==> src/rtl/stall_control.sv <==
// Pipeline interlock: load-use bubble and mult/div freeze of PC, F/D and D/X.
// Latency: stall outputs are combinational in the cycle the hazard is seen; mult/div occupies launch..ready+1.
// Backpressure: holds the front end until md_resultRDY or the MD_MAX timeout, then releases in the DONE cycle.
module stall_control #(
    parameter int MD_MAX = 40,
    parameter int CNT_W  = 6
) (
    input  logic             clock,
    input  logic             reset,
    input  logic [4:0]       rs_FD,
    input  logic [4:0]       rt_FD,
    input  logic             uses_rs_FD,
    input  logic             uses_rt_FD,
    input  logic             store_FD,
    input  logic             load_DX,
    input  logic [4:0]       rd_DX,
    input  logic             mult_DX,
    input  logic             div_DX,
    input  logic             md_resultRDY,
    input  logic             md_exception,
    output logic             ctrl_MULT,
    output logic             ctrl_DIV,
    output logic             stall_PC,
    output logic             stall_FD,
    output logic             hold_DX,
    output logic             bubble_DX,
    output logic             bubble_XM,
    output logic             md_result_we,
    output logic             md_ovf,
    output logic             md_busy,
    output logic [CNT_W-1:0] md_cycles
);

    typedef enum logic [1:0] {IDLE, BUSY, DONE} state_t;

    localparam logic [CNT_W-1:0] CNT_LAST = CNT_W'(MD_MAX - 1);

    state_t           state;
    logic [CNT_W-1:0] cnt;
    logic [CNT_W-1:0] md_cycles_q;
    logic             ovf_q;

    logic md_op;
    logic launch;
    logic md_stall;
    logic load_use;

    assign md_op    = mult_DX | div_DX;
    assign launch   = (state == IDLE) && md_op;
    assign md_stall = launch || (state == BUSY);

    // sw rt is store data only; the memory-data bypass covers it, so no stall
    assign load_use = load_DX && (rd_DX != 5'd0) &&
                      ((uses_rs_FD && (rs_FD == rd_DX)) ||
                       (uses_rt_FD && !store_FD && (rt_FD == rd_DX)));

    always_ff @(posedge clock) begin
        if (!reset) begin
            state       <= IDLE;
            cnt         <= '0;
            ovf_q       <= 1'b0;
            md_cycles_q <= '0;
        end else begin
            case (state)
                IDLE: begin
                    cnt <= '0;
                    if (md_op) state <= BUSY;
                end
                BUSY: begin
                    // counter holds on the exit edge so DONE sees the last BUSY count
                    if (md_resultRDY) begin
                        state <= DONE;
                        ovf_q <= md_exception;
                    end else if (cnt == CNT_LAST) begin
                        state <= DONE;
                        ovf_q <= 1'b1;
                    end else if (cnt != '1) begin
                        cnt <= cnt + 1'b1;
                    end
                end
                DONE: begin
                    md_cycles_q <= cnt + 1'b1;
                    state       <= IDLE;
                end
                default: state <= IDLE;
            endcase
        end
    end

    // Outputs are gated by reset so they read zero for the whole reset window
    assign ctrl_MULT    = reset && launch && mult_DX;
    assign ctrl_DIV     = reset && launch && div_DX;
    assign stall_PC     = reset && (md_stall || load_use);
    assign stall_FD     = reset && (md_stall || load_use);
    assign hold_DX      = reset && md_stall;
    assign bubble_DX    = reset && !md_stall && load_use;
    assign bubble_XM    = reset && md_stall;
    assign md_result_we = reset && (state == DONE);
    assign md_ovf       = reset && (state == DONE) && ovf_q;
    assign md_busy      = reset && (state != IDLE);
    assign md_cycles    = reset ? md_cycles_q : '0;

endmodule

==> config.mk <==
export PLATFORM = sky130hd
export DESIGN_NAME = stall_control
export DESIGN_NICKNAME = d
export VERILOG_FILES = /design/src/rtl/stall_control.sv
export SDC_FILE = /design/constraint.sdc
export NUM_CORES = 1
export LEC_CHECK = 0
export CORE_UTILIZATION = 38
export DETAILED_ROUTE_END_ITERATION = 16
export GPL_TIMING_DRIVEN = 0
export HOLD_SLACK_MARGIN = 0.08
export PLACE_DENSITY = 0.76
export SLEW_MARGIN = 5
export SYNTH_ARGS = -nofsm -noshare
export SYNTH_HDL_FRONTEND = slang
export SYNTH_SLANG_ARGS = --single-unit
==> constraint.sdc <==
create_clock -name clock -period 1.5 [get_ports clock]
set_clock_uncertainty 0.1 [all_clocks]
set_input_delay 0.3 -clock clock [delete_from_list [all_inputs] [get_ports clock]]
set_output_delay 0.3 -clock clock [all_outputs]
set_load 0.01 [all_outputs]
==> results.toml <==
[sta]
final_min_period_over_clock_period_pct = 126.1
achievable-frequency_mhz = 528.6
number_of_setup_violations_in_the_final_report = 17
final.setup.worst_slack_ns = -0.3918
finalHoldViolCount = 0
setup_repair_after_global_routing_missed_its_margin = "yes"
finalWorstPathRequiredPeriod_ns = 1.892
slew_headroom_pct = 79.20
maxSlewViolCount = 0
timing_worst_slew_pin_value_ns = 0.3111

[setup_path]
worst-r2r-setup-slack_ns = -0.17
worstSetupEndpointType = "output port"
setup.worst_path.start_class = "input pin"
worst-endpoint-arrival_ns = 1.49
timing.critical_path.fanout_max = 2
worst_ep_required_time_ns = 1.10
worst-setup-path-type = "in2out"

[outcome]
outcome = "finished with violations"
violations = "negative setup slack"

[finish]
most_common_cell_after_layout_fill_and_taps_aside = "sky130_fd_sc_hd__buf_6"
post_route_cells_drive_above_1_share_pct = 50.83
area_delta_synth_final_pct = 85.36
area_used_by_multi_input_combinational_logic_sq_um = 790.8
layout.area.seq_sq_um = 316.6
layout.core_utilization_pct = 77.94
number_of_antenna_cells_inserted = 0
nets = 208
n_fill_cell = 164
most-common-layout-cells = "20 x sky130_fd_sc_hd__buf_6, 14 x sky130_fd_sc_hd__buf_4, 11 x sky130_fd_sc_hd__dlygate4sd2_1"

[power]
power.share.sequential_pct = 41.9
power_density_nw_per_um2 = 557.2
power.switching_fraction_pct = 29.56
total_power_w = 0.0009977
internal-power_w = 0.0007027
power.switching_w = 0.0002949
pwr-share-comb_pct = 33.6
irDropWorstVdd_mv = 0.5086
total_leakage_power_nw = 0.8078
clkPwrFrac_pct = 24.6

[floorplanning]
die_h_microns = 52.42
floorplan.die.width_microns = 52.42
start_util_pct = 42.05
die_area_sq_um = 2747
std_cell_rows = 17
core_sq_um = 2297
top_level_ports = 41

[logic_synthesis]
synth_top_family_by_area = "simple AND/OR/NAND/NOR gates"
muxShareOfSynthArea_pct = 4.663
post_synth_main_area_contributors = "sky130_fd_sc_hd__dfxtp_1 31%, sky130_fd_sc_hd__xor2_1 8.2%, sky130_fd_sc_hd__and2_1 7.1%"
xor_and_xnor_fraction_of_the_mapped_netlist_area_pct = 11.79
synthesis.area_per_instance_sq_um = 8.256
synthesis.nets = 143
yosys.area_share.simple_pct = 28.89
synth.ff_latch_count = 15
netlist_instances = 117
fraction_of_the_mapped_netlist_area_in_compound_gates_pct = 16.97
post_synth_num_cell_types = 37
synth_fa_ha_area_share_pct = 1.295
yosys_warnings = 0
synth_largest_area_cell = "sky130_fd_sc_hd__dfxtp_1"
syn_area_sq_um = 965.9
synth_sequential_area_ratio_pct = 31.09
post-synth-top-area-fraction_pct = 31.09

[global_route]
grt_pass1_wl_microns = 4450
antenna_found_initial = 0
grt_pass1_vias = 1048
gr-usage-all-layers_pct = 22.67
grt_start_max_net_pins = 11
grt_overflow_total = 0

[detailed_routing]
drt_drc_violations_left = 0
detailroute.wirelength.met3_microns = 169
vias = 1120
dr.first_iter.drc_count = 12
totalWireLength_microns = 3159
routed-wl-met2_microns = 1642
final_antenna_net_count = 0
detail_route.first_pass.iterations = 4
routed_wire_length_per_instance_microns = 15.11
detail_route.wirelength.met1_microns = 1215
drt-vias-per-instance = 5.359
highest-signal-layer = "met4"

[cts]
cts_sinks = 15
tritoncts = "built"
h_tree_lvls = 1
cts-buffers-inserted = 3
clk_pin_slew_ns = 0.10
cts_max_path_buffers = 2
clock_tree.root_cell = "sky130_fd_sc_hd__clkbuf_4"
worstSkewPairLatency_ns = 0.30

[placed_design]
place.detailed.hpwl_microns = 1783
routability_congestion_estimate = 0.7989
pre_cts_setup_slack_ns = -1.162
io_buffer_count = 39

[min_path]
worstHoldPathType = "in2reg"

[run]
cap_viol_max_count = 0
## stage by stage
step                      setup TNS (ns)  area, sq um  hold WS [ns]  std cells
after floorplan                  -0.5192        989.7        0.3639        117
after global placement            -11.36         1415        0.3760        184
after detailed placement          -11.59         1415        0.3866        184
after CTS                         -2.402         1579        0.2352        200
after global routing              -3.364         1790        0.2290        209
final                             -2.579         1790        0.2353        209
## layout make-up
| type | count | area share [%] |
|---|---|---|
| buffer | 6 | 2.795 |
| clock buffer | 3 | 1.258 |
| clock inverter | 1 | 0.2795 |
| tap | 28 | 1.957 |
| timing repair buffer | 61 | 30.89 |
| sequential | 15 | 17.68 |
| inverter | 4 | 0.9783 |
| multi-input combinational | 91 | 44.16 |
## worst max-delay path, cell delays in order
cell	delay (ns)
sky130_fd_sc_hd__buf_8	0.09
sky130_fd_sc_hd__or4_4	0.52
sky130_fd_sc_hd__o211ai_1	0.25
sky130_fd_sc_hd__buf_4	0.16
sky130_fd_sc_hd__nor3_2	0.03
sky130_fd_sc_hd__buf_2	0.14
## power by group through the flow
stage               registers (W)  clock network, W  logic [W]
floorplan                0.000428                 0   0.000110
global placement         0.000431                 0   0.000228
detailed placement       0.000431                 0   0.000232
CTS                      0.000420          0.000245   0.000264
global route             0.000420          0.000269   0.000357
finish                   0.000418          0.000245   0.000335
## metal layers
layer | track usage (%) | up-vias
met4 | 14.47 | 0
met3 | 4.058 | 11
met5 | 0 | -
met2 | 39.24 | 47
li1 | - | 536
met1 | 25.09 | 526
## Yosys cell counts
| cell | instances |
|---|---|
| sky130_fd_sc_hd__or2_2 | 1 |
| sky130_fd_sc_hd__o21ai_0 | 4 |
| sky130_fd_sc_hd__nor2_1 | 7 |
| sky130_fd_sc_hd__xnor2_1 | 4 |
| sky130_fd_sc_hd__nand4_1 | 1 |
| sky130_fd_sc_hd__dfxtp_1 | 15 |
| sky130_fd_sc_hd__and3_1 | 6 |
| sky130_fd_sc_hd__a21boi_0 | 3 |
| sky130_fd_sc_hd__ha_1 | 1 |
| sky130_fd_sc_hd__mux2i_1 | 3 |
| sky130_fd_sc_hd__o221a_2 | 1 |
| sky130_fd_sc_hd__nor3_1 | 2 |
| sky130_fd_sc_hd__buf_4 | 2 |
| sky130_fd_sc_hd__nor4_1 | 2 |
| sky130_fd_sc_hd__o21a_1 | 2 |
| sky130_fd_sc_hd__a211o_1 | 1 |
| sky130_fd_sc_hd__nor3b_1 | 2 |
| sky130_fd_sc_hd__a21oi_1 | 4 |
| sky130_fd_sc_hd__xor2_1 | 9 |
| sky130_fd_sc_hd__a31oi_1 | 1 |
| sky130_fd_sc_hd__buf_2 | 2 |
| sky130_fd_sc_hd__and2_1 | 11 |
| sky130_fd_sc_hd__o211a_1 | 2 |
| sky130_fd_sc_hd__mux2_4 | 1 |
| sky130_fd_sc_hd__a21o_1 | 2 |
| sky130_fd_sc_hd__nor2b_1 | 3 |
| sky130_fd_sc_hd__clkbuf_1 | 3 |
| sky130_fd_sc_hd__a21oi_2 | 1 |
| sky130_fd_sc_hd__or3_1 | 1 |
| sky130_fd_sc_hd__inv_1 | 4 |
| sky130_fd_sc_hd__nand3_1 | 4 |
| sky130_fd_sc_hd__a32oi_1 | 1 |
| sky130_fd_sc_hd__nand2b_1 | 2 |
| sky130_fd_sc_hd__nand2_1 | 6 |
| sky130_fd_sc_hd__or4_1 | 1 |
| sky130_fd_sc_hd__o211ai_1 | 1 |
| sky130_fd_sc_hd__or3b_2 | 1 |
## what timing repair did
action,4_1_cts,5_1_grt
setup endpoints to repair,23,18
buffers inserted,12,10
gates resized for setup,120,41
pin swaps,19,19
hold buffers,0,0
## final timing paths
path,startpoint,endpoint,cells past startpoint
max reg2reg,state[1],cnt[2],5
min reg2reg,md_cycles_q[2],md_cycles_q[2],1
max,rd_DX[4],bubble_DX,6
min,reset,cnt[1],2
## registers in the layout, summed over array words and instances (netlist names)
signal / flops
cnt: 6
md_cycles_q: 6
state: 2
ovf_q: 1
## cell families (layout without fill, tap and decap cells)
| logic type | count (synthesis) | after routing |
|---|---|---|
| buffers and inverters | 11 | 75 |
| multiplexers | 4 | 4 |
| AO/OA/AOI/OAI | 23 | 23 |
| flip-flops | 15 | 15 |
| AND/OR/NAND/NOR | 50 | 50 |
| adder cells (fa/ha/maj) | 1 | 1 |
| XOR/XNOR | 13 | 13 |
Note: power is estimated with default switching activity, not from simulation.
